File: src/rtl/rv_imm_gen_pipe.sv
// Decode-stage immediate generator: one registered stage with valid/ready backpressure and flush.
// Handles the RV32I base formats plus all RV32C compressed immediate layouts.
module rv_imm_gen_pipe #(
  parameter int XLEN   = 32,
  parameter int EN_RVC = 1
) (
  input  logic            clk,
  input  logic            rst,
  input  logic            flush,
  input  logic            in_valid,
  output logic            in_ready,
  input  logic [31:0]     IR,
  output logic            out_valid,
  input  logic            out_ready,
  output logic [XLEN-1:0] imm,
  output logic [2:0]      imm_type,
  output logic            is_compressed,
  output logic            c_illegal
);

  localparam logic [2:0] T_I = 3'd0;
  localparam logic [2:0] T_S = 3'd1;
  localparam logic [2:0] T_B = 3'd2;
  localparam logic [2:0] T_U = 3'd3;
  localparam logic [2:0] T_J = 3'd4;
  localparam logic [2:0] T_C = 3'd5;

  localparam logic [4:0] OP_STORE  = 5'b01000;
  localparam logic [4:0] OP_BRANCH = 5'b11000;
  localparam logic [4:0] OP_LUI    = 5'b01101;
  localparam logic [4:0] OP_AUIPC  = 5'b00101;
  localparam logic [4:0] OP_JAL    = 5'b11011;

  logic [4:0]  opcode;
  logic [15:0] c;
  logic [2:0]  f3;
  logic        use_c;
  logic        accept;

  logic [31:0] w_imm;
  logic [2:0]  w_type;
  logic [31:0] c_imm;
  logic        c_ill;
  logic [31:0] d_imm;
  logic [2:0]  d_type;
  logic        d_comp;
  logic        d_ill;

  assign opcode = IR[6:2];
  assign c      = IR[15:0];
  assign f3     = c[15:13];
  assign use_c  = (EN_RVC != 0) && (IR[1:0] != 2'b11);

  // 32-bit formats; every opcode not listed falls back to the I layout
  always_comb begin
    w_imm  = 32'($signed(IR[31:20]));
    w_type = T_I;
    case (opcode)
      OP_STORE: begin
        w_imm  = 32'($signed({IR[31:25], IR[11:7]}));
        w_type = T_S;
      end
      OP_BRANCH: begin
        w_imm  = 32'($signed({IR[31], IR[7], IR[30:25], IR[11:8], 1'b0}));
        w_type = T_B;
      end
      OP_LUI, OP_AUIPC: begin
        w_imm  = {IR[31:12], 12'b0};
        w_type = T_U;
      end
      OP_JAL: begin
        w_imm  = 32'($signed({IR[31], IR[19:12], IR[20], IR[30:21], 1'b0}));
        w_type = T_J;
      end
      default: ;
    endcase
  end

  // Compressed formats, indexed by quadrant then funct3
  always_comb begin
    c_imm = '0;
    c_ill = 1'b0;
    case (c[1:0])
      2'b00: begin
        case (f3)
          3'b000: begin
            c_imm = 32'({c[10:7], c[12:11], c[5], c[6], 2'b00});
            c_ill = (c[12:5] == 8'd0);
          end
          3'b010, 3'b110: c_imm = 32'({c[5], c[12:10], c[6], 2'b00});
          default: c_imm = '0;
        endcase
      end
      2'b01: begin
        case (f3)
          3'b000, 3'b010: c_imm = 32'($signed({c[12], c[6:2]}));
          3'b001, 3'b101:
            c_imm = 32'($signed({c[12], c[8], c[10:9], c[6], c[7], c[2], c[11], c[5:3], 1'b0}));
          3'b011: begin
            if (c[11:7] == 5'd2)
              c_imm = 32'($signed({c[12], c[4:3], c[5], c[2], c[6], 4'b0000}));
            else
              c_imm = 32'($signed({c[12], c[6:2], 12'b0}));
          end
          3'b100: begin
            case (c[11:10])
              2'b00, 2'b01: c_imm = 32'({c[12], c[6:2]});
              2'b10:        c_imm = 32'($signed({c[12], c[6:2]}));
              default:      c_imm = '0;
            endcase
          end
          default: c_imm = 32'($signed({c[12], c[6:5], c[2], c[11:10], c[4:3], 1'b0}));
        endcase
      end
      2'b10: begin
        case (f3)
          3'b000:  c_imm = 32'({c[12], c[6:2]});
          3'b010:  c_imm = 32'({c[3:2], c[12], c[6:4], 2'b00});
          3'b110:  c_imm = 32'({c[8:7], c[12:9], 2'b00});
          default: c_imm = '0;
        endcase
      end
      default: c_imm = '0;
    endcase
  end

  always_comb begin
    d_imm  = w_imm;
    d_type = w_type;
    d_comp = 1'b0;
    d_ill  = 1'b0;
    if (use_c) begin
      d_imm  = c_imm;
      d_type = T_C;
      d_comp = 1'b1;
      d_ill  = c_ill;
    end
  end

  assign in_ready = ~out_valid | out_ready;
  assign accept   = in_valid & in_ready;

  // Decoded values are already extended to 32 bits, so widening by bit 31 is exact
  always_ff @(posedge clk) begin
    if (rst) begin
      out_valid     <= 1'b0;
      imm           <= '0;
      imm_type      <= T_I;
      is_compressed <= 1'b0;
      c_illegal     <= 1'b0;
    end else if (flush) begin
      out_valid <= 1'b0;
    end else if (accept) begin
      out_valid     <= 1'b1;
      imm           <= XLEN'($signed(d_imm));
      imm_type      <= d_type;
      is_compressed <= d_comp;
      c_illegal     <= d_ill;
    end else if (out_ready) begin
      out_valid <= 1'b0;
    end
  end

endmodule

File: config.mk
export PLATFORM = sky130hd
export DESIGN_NAME = rv_imm_gen_pipe
export DESIGN_NICKNAME = d
export VERILOG_FILES = /design/src/rtl/rv_imm_gen_pipe.sv
export SDC_FILE = /design/constraint.sdc
export NUM_CORES = 1
export LEC_CHECK = 0
export BUFFER_PORTS_ARGS = -buffer_cell sky130_fd_sc_hd__buf_2
export CAP_MARGIN = 20
export CORE_ASPECT_RATIO = 0.6
export CORE_UTILIZATION = 52
export CTS_CLUSTER_DIAMETER = 40
export DETAILED_ROUTE_END_ITERATION = 7
export PLACE_DENSITY_LB_ADDON = 0.05
export RECOVER_POWER = 25
export SYNTH_ARGS = -nofsm -noshare
export SYNTH_HDL_FRONTEND = slang
export SYNTH_SLANG_ARGS = --single-unit
File: constraint.sdc
create_clock -name clk -period 2.3 [get_ports clk]
set_clock_uncertainty 0.15 [all_clocks]
set_input_delay 0.115 -clock clk [delete_from_list [all_inputs] [get_ports clk]]
set_output_delay 0.115 -clock clk [all_outputs]
set_load 0.01 [all_outputs]
# --- Word level (Yosys, flattened, before mapping) ---
# Cells that the tools add are included.
# Widths: inputs -> output; s select.
totals:
  inputBits: 37
  reg_bits: 38
  output_inout_bits: 39
classes:
  n_mux: 16
  bitwise_logic: 4
  eq_ne: 17
  n_reduce_logical: 12
ops:
  columns: ["operator", "n"]
  rows:
  - ["$pmux 32 s4", 1]
  - ["$pmux 31 s4", 1]
  - ["$pmux 32 s3", 1]
  - ["$pmux 32 s2", 1]
  - ["$mux 32", 1]
  - ["$pmux 8 s3", 1]
  - ["$pmux 10 s2", 1]
  - ["$mux 17", 1]
  - ["$pmux 3 s4", 1]
  - ["$reduce_or 2->1", 6]
  - ["$eq 5x4->1 const B", 2]
  - ["$eq 5x5->1 const B", 2]
  - ["$eq 3x3->1 const B", 3]
  - ["$logic_not 8->1", 1]
  - ["$eq 3x2->1 const B", 2]
  - ["$mux 1", 6]
  - ["$eq 5x2->1 const B", 1]
  - ["$eq 5x3->1 const B", 1]
  - ["$eq 2x1->1 const B", 2]
  - ["$eq 2x2->1 const B", 2]
  - ["$logic_not 2->1", 2]
  - ["$eq 3x1->1 const B", 1]
  - ["$logic_not 3->1", 1]
  - ["$mux 3", 1]
  - ["other kinds (6)", 7]

# --- Depth between registers and ports, before layout ---
# Gate-level depths: netlist of run 1.
depth:
  depth_word: 6
  depth_mapped: 8
  ltp_nobuf: 6

# --- Worst setup path after synthesis of run 1 ---
# Ideal clock, no wire load.
synth_path:
  path_kind: "reg-to-reg"
  startpoint: "reg out_valid"
  endpoint: "reg imm[22]"
  path_buffers: 2
  t_arrival_ns: 1.560
  required_ns: 2.076
  slack_ns: 0.516
  period_less_slack_ns: 1.784
  path_stages_with_launch: 8
  path_cell_list: "dfxtp_1 nor2b_1 inv_1 nand3b_1 buf_2 buf_1 nand2_1 a31oi_1"
synth_between:
  elab_chain_len: 4
synth_rtl:
  columns: ["item", "line", "rtl"]
  rows:
  - ["from (decl)", "13", "output logic out_valid,"]
  - ["from (signal assigned)", "146", "out_valid <= 1'b0;"]
  - ["from (signal assigned)", "152", "out_valid <= 1'b0;"]
  - ["from (signal assigned)", "154", "out_valid <= 1'b1;"]
  - ["$not 1->1", "140", "assign in_ready = ~out_valid | out_ready;"]
  - ["$or 1x1->1", "140", null]
  - ["net in_ready", "11", "output logic in_ready,"]
  - ["$and 1x1->1", "141", "assign accept = in_valid & in_ready;"]
  - ["$reduce_and 2->1 (no source line)", null, null]
  - ["to (signal assigned)", "155", "imm <= XLEN'($signed(d_imm));"]
  - ["to (decl)", "15", "output logic [XLEN-1:0] imm,"]
# The timed path passes the listed nets, and every way through them passes these cells.
# A chain may end at the register's enable or synchronous reset.

# --- Worst setup path in the final report of run 1 ---
layout_path:
  startpoint: "in flush"
  endpoint: "reg imm[5]"
layout_between:
  elab_chain_len: 2
layout_rtl:
  columns: ["item", "line", "rtl"]
  rows:
  - ["from (decl)", "9", "input logic flush,"]
  - ["$not 1->1 (no source line)", null, null]
  - ["$reduce_and 2->1 (no source line)", null, null]
# No other way between the ends.

==> summary by stage, run 1 <==
Setup path
The required time of the worst setup path is 2.33 ns. In this run the worst path has a maximum fanout of 17. The kind of end point of the critical path is a flop. The endpoint arrival time on the critical path is 2.06 ns. The critical path is of the input port to flop type. The worst setup path is launched from an input port.

Place
The detailed placement HPWL is a little over 6000 um. Routability-driven placement finished with a final weighted congestion of 0.987. During placement, the flow inserted port buffers numbering 75. Prior to clock tree synthesis, the placed netlist has a worst setup slack of 0.335 ns.

Timing
The worst-margin pin slew is 0.724 ns. Setup repair after global routing left no endpoint under its margin. After layout, the worst setup slack is roughly 0.27 ns. The hold slack is 0.0245 ns. The worst path needs 2.03 ns of the cycle, external delays included. The relative max-transition margin is 51.7%. The count of final max-slew check failures is 0.

The final cycle utilization of the critical path is about nine tenths. Adding up every negative setup slack in the final design gives 0 ns. The final setup violation count is 0. The timing-limited maximum frequency is 492 MHz. The final-report hold violation count is 0.

Power
In this run the static leakage power is 1.18 nW. The internal power of the cells is approximately 1.0 mW. The share of total power in combinational logic is 24.5%. For this design the total switching power over the nets is 0.469 mW.

The switching share of total power is 31.3%. The peak supply drop is roughly 0.29 mV. The design draws 1.50 mW. The part of the total power dissipated in sequential elements is 46.7%. Dividing total power by cell area gives a power density of 501 nW/um2. The share of total power dissipated in the clock network is 28.8%.

GRT
Entering global routing, the biggest net connects 30 pins. The number of antenna violations at the first check in global routing is 0. The global-route wire length before repair is 13200 um. Global routing finished with a remaining overflow of 0.

The number of global-route vias before repair is 2546. The combined global-route utilization of all metal layers is 33.1%.

Routing
The routed wire length per instance is 18.2 um. The first detailed-routing pass ran for 7 iterations. The count of nets left with antenna violations once routing finished came out at 0. The routed design has 8300 um of wire. The via count is 2911. After detailed routing, the number of remaining DRC violations is 0. The initial detailed-routing violation count is 368. The via density per instance is roughly 6.4.

Synthesis
Synthesis handed over a netlist of 324 instances. The share of flip-flops with an asynchronous set or reset after synthesis is 0%. In this run the biggest area consumer among cell types represents 30.8% of the synthesized area.

The synthesized cell area is ~2500 um2. The synthesized area per cell is 7.62 um2. For this run, the register share of the synthesized area comes to 30.8%. The number of register bits inferred by synthesis is 38.

Synthesis instantiated just under 60 different standard cells from the library. The yosys synthesis warning count is 0. Summed over all instances, the cell type with the most area after synthesis is sky130_fd_sc_hd__dfxtp_1. Yosys attributes the largest share of cell area to sky130_fd_sc_hd__dfxtp_1 31%, sky130_fd_sc_hd__a21oi_1 6.5%, sky130_fd_sc_hd__nand2_1 5.3%, sky130_fd_sc_hd__a31oi_1 4.6%, sky130_fd_sc_hd__nand3_1 3.4%. Among all flip-flop cells after synthesis, the most frequent one is sky130_fd_sc_hd__dfxtp_1. The count of flip-flops with a built-in enable after synthesis is 0. The number of nets in the synthesized netlist is 361.

Outcome
The flow ran to the end, and the final reports show no timing, DRC or antenna violations.

Die
Once the floorplan was initialized, standard cells occupied 57.1% of the core. The number of placement rows is 18. The number of top-level design ports is 76.

The area of the placeable core is 4320 um2. The width of the chip is 91.0 um. From bottom edge to top edge, the die measures roughly 55 um. The floorplan step defined a die boundary enclosing slightly above 5000 um2.

Clock network
The number of sinks driven by the clock tree is 38. The library cell used as clock root buffer is sky130_fd_sc_hd__clkbuf_8. After clock tree synthesis, the clock-pin slew on the worst setup and hold paths is 0.07 ns. TritonCTS built the clock tree. The maximum clock insertion buffer count is 2.

Clock latency on the worst-skew pair, taken at its later pin, is 0.29 ns. The H-tree depth is 2. The number of buffers inserted during clock tree synthesis is 5.

Finish
Compared with the post-synthesis result, the final layout area differs by 21.2%. In the final design database the tool counted 432 nets. 0 antenna diodes ended up in the layout.

The post-route netlist has 22.0% of its cells at a drive strength greater than 1.

Min path
The type of the tightest min-delay check is input port to flop.

Flow run
The max capacitance violation total is 0.
## layout by cell type, fill, tap and decap left out, types with 3 or more instances in the layout
cell type                        n
sky130_fd_sc_hd__buf_2          56
sky130_fd_sc_hd__dfxtp_1        38
sky130_fd_sc_hd__nand2_1        35
sky130_fd_sc_hd__a21oi_1        32
sky130_fd_sc_hd__clkbuf_1       19
sky130_fd_sc_hd__nor2_1         18
sky130_fd_sc_hd__a31oi_1        18
sky130_fd_sc_hd__nand3_1        17
sky130_fd_sc_hd__buf_4          15
sky130_fd_sc_hd__nand2b_1       13
sky130_fd_sc_hd__o21ai_0         9
sky130_fd_sc_hd__inv_1           8
sky130_fd_sc_hd__nand4_1         8
sky130_fd_sc_hd__a21o_1          8
sky130_fd_sc_hd__nor3_1          8
sky130_fd_sc_hd__a221o_1         6
sky130_fd_sc_hd__nor2b_1         5
sky130_fd_sc_hd__clkbuf_8        5
sky130_fd_sc_hd__dlygate4sd3_1   5
sky130_fd_sc_hd__o211ai_1        4
sky130_fd_sc_hd__nand3b_1        3
sky130_fd_sc_hd__nor4b_1         3
sky130_fd_sc_hd__or3_1           3
sky130_fd_sc_hd__a32o_1          3
sky130_fd_sc_hd__a221oi_1        3
sky130_fd_sc_hd__a211oi_1        3
sky130_fd_sc_hd__a22o_1          3
## what timing repair did
| item | in CTS | in global routing |
|---|---|---|
| hold buffers | 5 | 0 |
| resized for setup | 0 | 0 |
| setup buffers | 0 | 0 |
| endpoints found under the hold margin | 4 | 0 |
## synth_stat cells, drive strengths merged (6+ instances only)
library cell,number
a21o,8
nor2,18
clkbuf,14
buf,17
nor3,8
o21ai,9
nand2b,13
nand2,35
a221o,6
a21oi,32
inv,8
dfxtp,38
a31oi,18
nand4,8
nand3,17
## final timing paths
check / from / end / slack, ns / cells after the start
worst max-delay path: flush / imm[5] / 0.27 / 7
worst min-delay path: IR[2] / imm[0] / 0.02 / 3
worst max register to register: out_valid / imm[10] / 0.27 / 6
worst min register to register: imm_type[1] / imm_type[1] / 0.30 / 2
## metal layers
layer,global-route usage (%),part of all wire [%]
met5,0,0
met4,8.16,1.2
met3,9.50,14
met2,46.3,40
met1,49.3,45
## critical path, stage by stage
cell                            delay [ns]
sky130_fd_sc_hd__dlygate4sd3_1        0.53
sky130_fd_sc_hd__buf_2                0.14
sky130_fd_sc_hd__nand3b_1             0.39
sky130_fd_sc_hd__buf_4                0.34
sky130_fd_sc_hd__a21oi_1              0.20
sky130_fd_sc_hd__nor3_1               0.06
sky130_fd_sc_hd__a311o_1              0.27
## cell families after synthesis
logic type	after synthesis	synth area share [%]
muxes	3	1.27
AOI/OAI and AO/OA	117	33.1
DFF	38	30.8
xor gates and xnor gates	1	0.355
and+or+nand+nor	126	27.4
buffers and inverters	39	7.09
## power by group through the flow
stage          combinational [mW]  sequential [mW]  clock (mW)
6_report                    0.368            0.700       0.432
5_1_grt                     0.395            0.703       0.472
4_1_cts                     0.359            0.699       0.446
3_5_place_dp                0.351            0.714           0
3_3_place_gp                0.350            0.714           0
2_1_floorplan               0.207            0.727           0
## cell type report
class / count / area [um2]
timing repair buffer: 95 / 514
sequential: 38 / 761
inverter: 8 / 30.0
fill: 372 / 1330
clock buffer: 5 / 68.8
multi-input combinational: 247 / 1530
clock inverter: 2 / 10.0
tap: 60 / 75.1
## stage by stage
step | utilization [%] | cells | area [um2]
3_5_place_dp | 66.8 | 443 | 2890
2_1_floorplan | - | 324 | 2470
6_report | 69.2 | 455 | 2990
4_1_cts | 69.8 | 455 | 3020
3_3_place_gp | 66.8 | 443 | 2890
5_1_grt | 69.2 | 455 | 2990
## state kept, by name, indices dropped and copies added (netlist names)
signal / flops
imm_type: 3
c_illegal: 1
out_valid: 1
imm: 32
is_compressed: 1
Note: power is estimated with default switching activity, not from simulation.
==> run 2, diff against run 1 <==
CORE_MARGIN = 10   (was not set)
==> run 2 against run 1 <==
Compared with the run above:
- the flow now finishes with violations (negative hold slack)
- count of clock-buffer cells in the layout is the same
- total power grew 0.39%
- die area grew 59%
- core utilization shrank 4.2 points
- routed wire length grew 11%
- highest routed layer unchanged
- non-clock buffer count shrank 1
- combinational power is essentially flat
- largest power group unchanged
- design area shrank 0.29%
- global-route usage shrank 11 points
==> summary by stage, run 2 (synthesized netlist as in run 1, its figures left out) <==
Die
Measured along the x axis, the die boundary spans 109 um. 76 I/O pins were placed. The floorplan has 19 rows. The area of the die is ~8000 um2. The area of the placeable core is 4590 um2. The starting utilization of the core area is between 50% and 60%.

The chip height is 73.4 um.

Routing
Summed over all layers, the routed wires come to 9200 um. The via count is 2910. The detailed router finished its first iteration with 397 violations.

The final antenna-violating net count is 0. Dividing the detail-routed wire length by the instance count gives 20.1 um. The number of remaining DRC errors is 0. The count of TritonRoute iterations in the first routing pass is 5. The via density per instance is 6.37.

Finish
Fill cells in the final layout number 429. Once layout is done, the placed cells without fillers occupy 2980 um2. The most common cell after layout, fill and taps aside is sky130_fd_sc_hd__buf_2. In the final layout, the registers with the most flip-flops are imm x32, imm_type x3. The multi-input combinational cells in the finished layout cover a total of 1530 um2. The area added between synthesis and finish is 20.8%. Leaving out filler cells and counting taps, the final layout contains roughly 460. 0 antenna diodes ended up in the layout. The number of nets in the final layout is 431. In the layout the commonest cells are 56 x sky130_fd_sc_hd__buf_2, 38 x sky130_fd_sc_hd__dfxtp_1, 35 x sky130_fd_sc_hd__nand2_1, 32 x sky130_fd_sc_hd__a21oi_1, 19 x sky130_fd_sc_hd__clkbuf_1. imm holds more flip-flops than any other register. Of the cells placed in the final design, the portion with a size suffix greater than 1 is 22.3%. The flip-flop count of the largest register, all copies and words added is 32.

The sequential cells in the finished layout cover a total of 761 um2.

Power
The net switching power of the design is 0.476 mW. The worst-case IR drop observed on VDD is 0.373 mV. Net switching is 31.6% of the power.

Combinational logic is responsible for 24.4% of the overall power. The clock network accounts for just under 30% of the total power. The internal power of the cells is 1.03 mW. The part of the total power dissipated in sequential elements is 46.6%. For this design the ratio of total power to cell area is 504 nW/um2. The analysis attributes to cell leakage a power of 1.18 nW.

Setup path
The critical path startpoint category is an input port. STA puts the critical path data required time at around 2.4 ns. The worst setup path is of the input port to flop kind. STA classifies the critical path endpoint as a flop.

Data on the critical path arrives at its endpoint at 1.93 ns. The largest fanout on the critical path is 19. The worst setup path startpoint is flush. In this run the critical register-to-register path is captured at imm[11]. In this run the worst setup path terminates at imm[19]. In this run the register-to-register setup slack is 0.46 ns. The number of cells on the worst reg-to-reg path is 7. The launching point of the worst reg2reg path is out_valid.

GRT
The number of antenna violations at the first check in global routing came to 0. The global-route wire length before repair is about 14000 um. The number of global-route vias before repair is between 2000 and 3000. Entering global routing, the biggest net connects 23 pins. The residual overflow from global routing is 0. For this run, the total global-route usage over all layers was measured as 22.1%.

Place
The detailed placement HPWL is 6970 um. The weighted congestion at the end of routability-driven global placement is 0.965. The quantity of I/O buffers inserted on ports is 75.

The total cell area at the placement stage is 2900 um2. After detailed placement, the design holds a cell count of roughly 450. The post-placement worst setup slack is around 0.34 ns.

Timing
The count of final max-slew check failures came to 0. The worst-margin pin slew is 0.842 ns. Of the available clock period, the critical path in the final layout requires 81.0%. The timing-limited maximum frequency is around 540 MHz. The worst path in the final design needs a cycle of 1.86 ns, including I/O delays and setup. The final worst setup slack is approximately 0.44 ns. The relative max-transition margin is a little over two fifths. Setup repair after global routing left no endpoint under its margin. Across all hold checks on the routed design, the worst slack comes to -0.00104 ns. Setup total negative slack on the finished layout was measured at 0 ns. The final-report hold violation count is 1. Setup violations remaining at the end of the flow were counted as 0.

Clock network
The latest clock arrival within the worst-skew pair is between 0.2 and 0.3 ns. The H-tree generated during clock tree synthesis spans 2 levels. The clock tree from TritonCTS is built. The library cell used as clock root buffer is sky130_fd_sc_hd__clkbuf_8. Clock tree synthesis inserted a total of 5 buffers.

Clock-pin slew was measured on the worst setup and hold paths at 0.07 ns. Counting along the longest clock path gives a buffer depth of 2. The number of sinks driven by the clock tree is 38. Once the clock tree was built, the setup fixing pass inserted 0 buffers.

Flow run
The max capacitance violation total is 0.

Outcome
The checks that failed: negative hold slack. The flow ran to the end, but the final reports show violations.

Min path
The type of the tightest min-delay check is input port to flop. The number of stages on the worst hold path is 3.
-- run 2: cell count changes in the layout (fill, tap and decap cells not counted), sizes merged --
| cell | delta |
|---|---|
| dlygate4sd3 | -2 |
| buf | +1 |
-- run 2: power by group through the flow --
| stage | combinational (mW) | clock, mW | sequential [mW] |
|---|---|---|---|
| floorplan | 0.207 | 0 | 0.727 |
| global placement | 0.357 | 0 | 0.715 |
| CTS | 0.362 | 0.437 | 0.701 |
| finish | 0.368 | 0.436 | 0.701 |
| detailed placement | 0.356 | 0 | 0.715 |
| global route | 0.398 | 0.471 | 0.704 |
-- run 2: final cells by class --
class | count | share of cell area (%)
Clock buffer | 5 | 2.31
Clock inverter | 2 | 0.335
Inverter | 8 | 1.01
Multi-Input combinational cell | 247 | 51.4
Sequential cell | 38 | 25.5
Tap cell | 63 | 2.64
Timing Repair Buffer | 94 | 16.8
-- run 2: worst max-delay path: stages --
cell                            delay, ns
sky130_fd_sc_hd__dlygate4sd3_1       0.53
sky130_fd_sc_hd__buf_2               0.14
sky130_fd_sc_hd__nor3b_2             0.17
sky130_fd_sc_hd__buf_4               0.27
sky130_fd_sc_hd__nand3_1             0.28
sky130_fd_sc_hd__a21o_1              0.24
sky130_fd_sc_hd__a31oi_1             0.16
-- run 2: how the worst min path moves through the flow --
stage,startpoint,endpoint
4_1_cts,IR[31],imm[31]
3_5_place_dp,flush,out_valid
3_3_place_gp,flush,out_valid
5_1_grt,IR[31],imm[31]
6_report,IR[31],imm[31]
2_1_floorplan,flush,out_valid
-- run 2: per-layer routing --
layer  GRT usage, %  routed length [um]
met1           32.9                4080
met2           30.4                3690
met3           7.07                1360
met4           3.06                  59
met5              0                   0
-- run 2: what timing repair did --
action	4_1_cts	5_1_grt
resized for setup	0	0
hold buffers	3	0
endpoints found under the hold margin	2	0
-- run 2: stage by stage --
step | power [mW] | utilization (%)
5_1_grt | 1.57 | 65.0
3_3_place_gp | 1.07 | 63.2
2_1_floorplan | 0.935 | -
6_report | 1.51 | 65.0
4_1_cts | 1.50 | 65.6
3_5_place_dp | 1.07 | 63.2
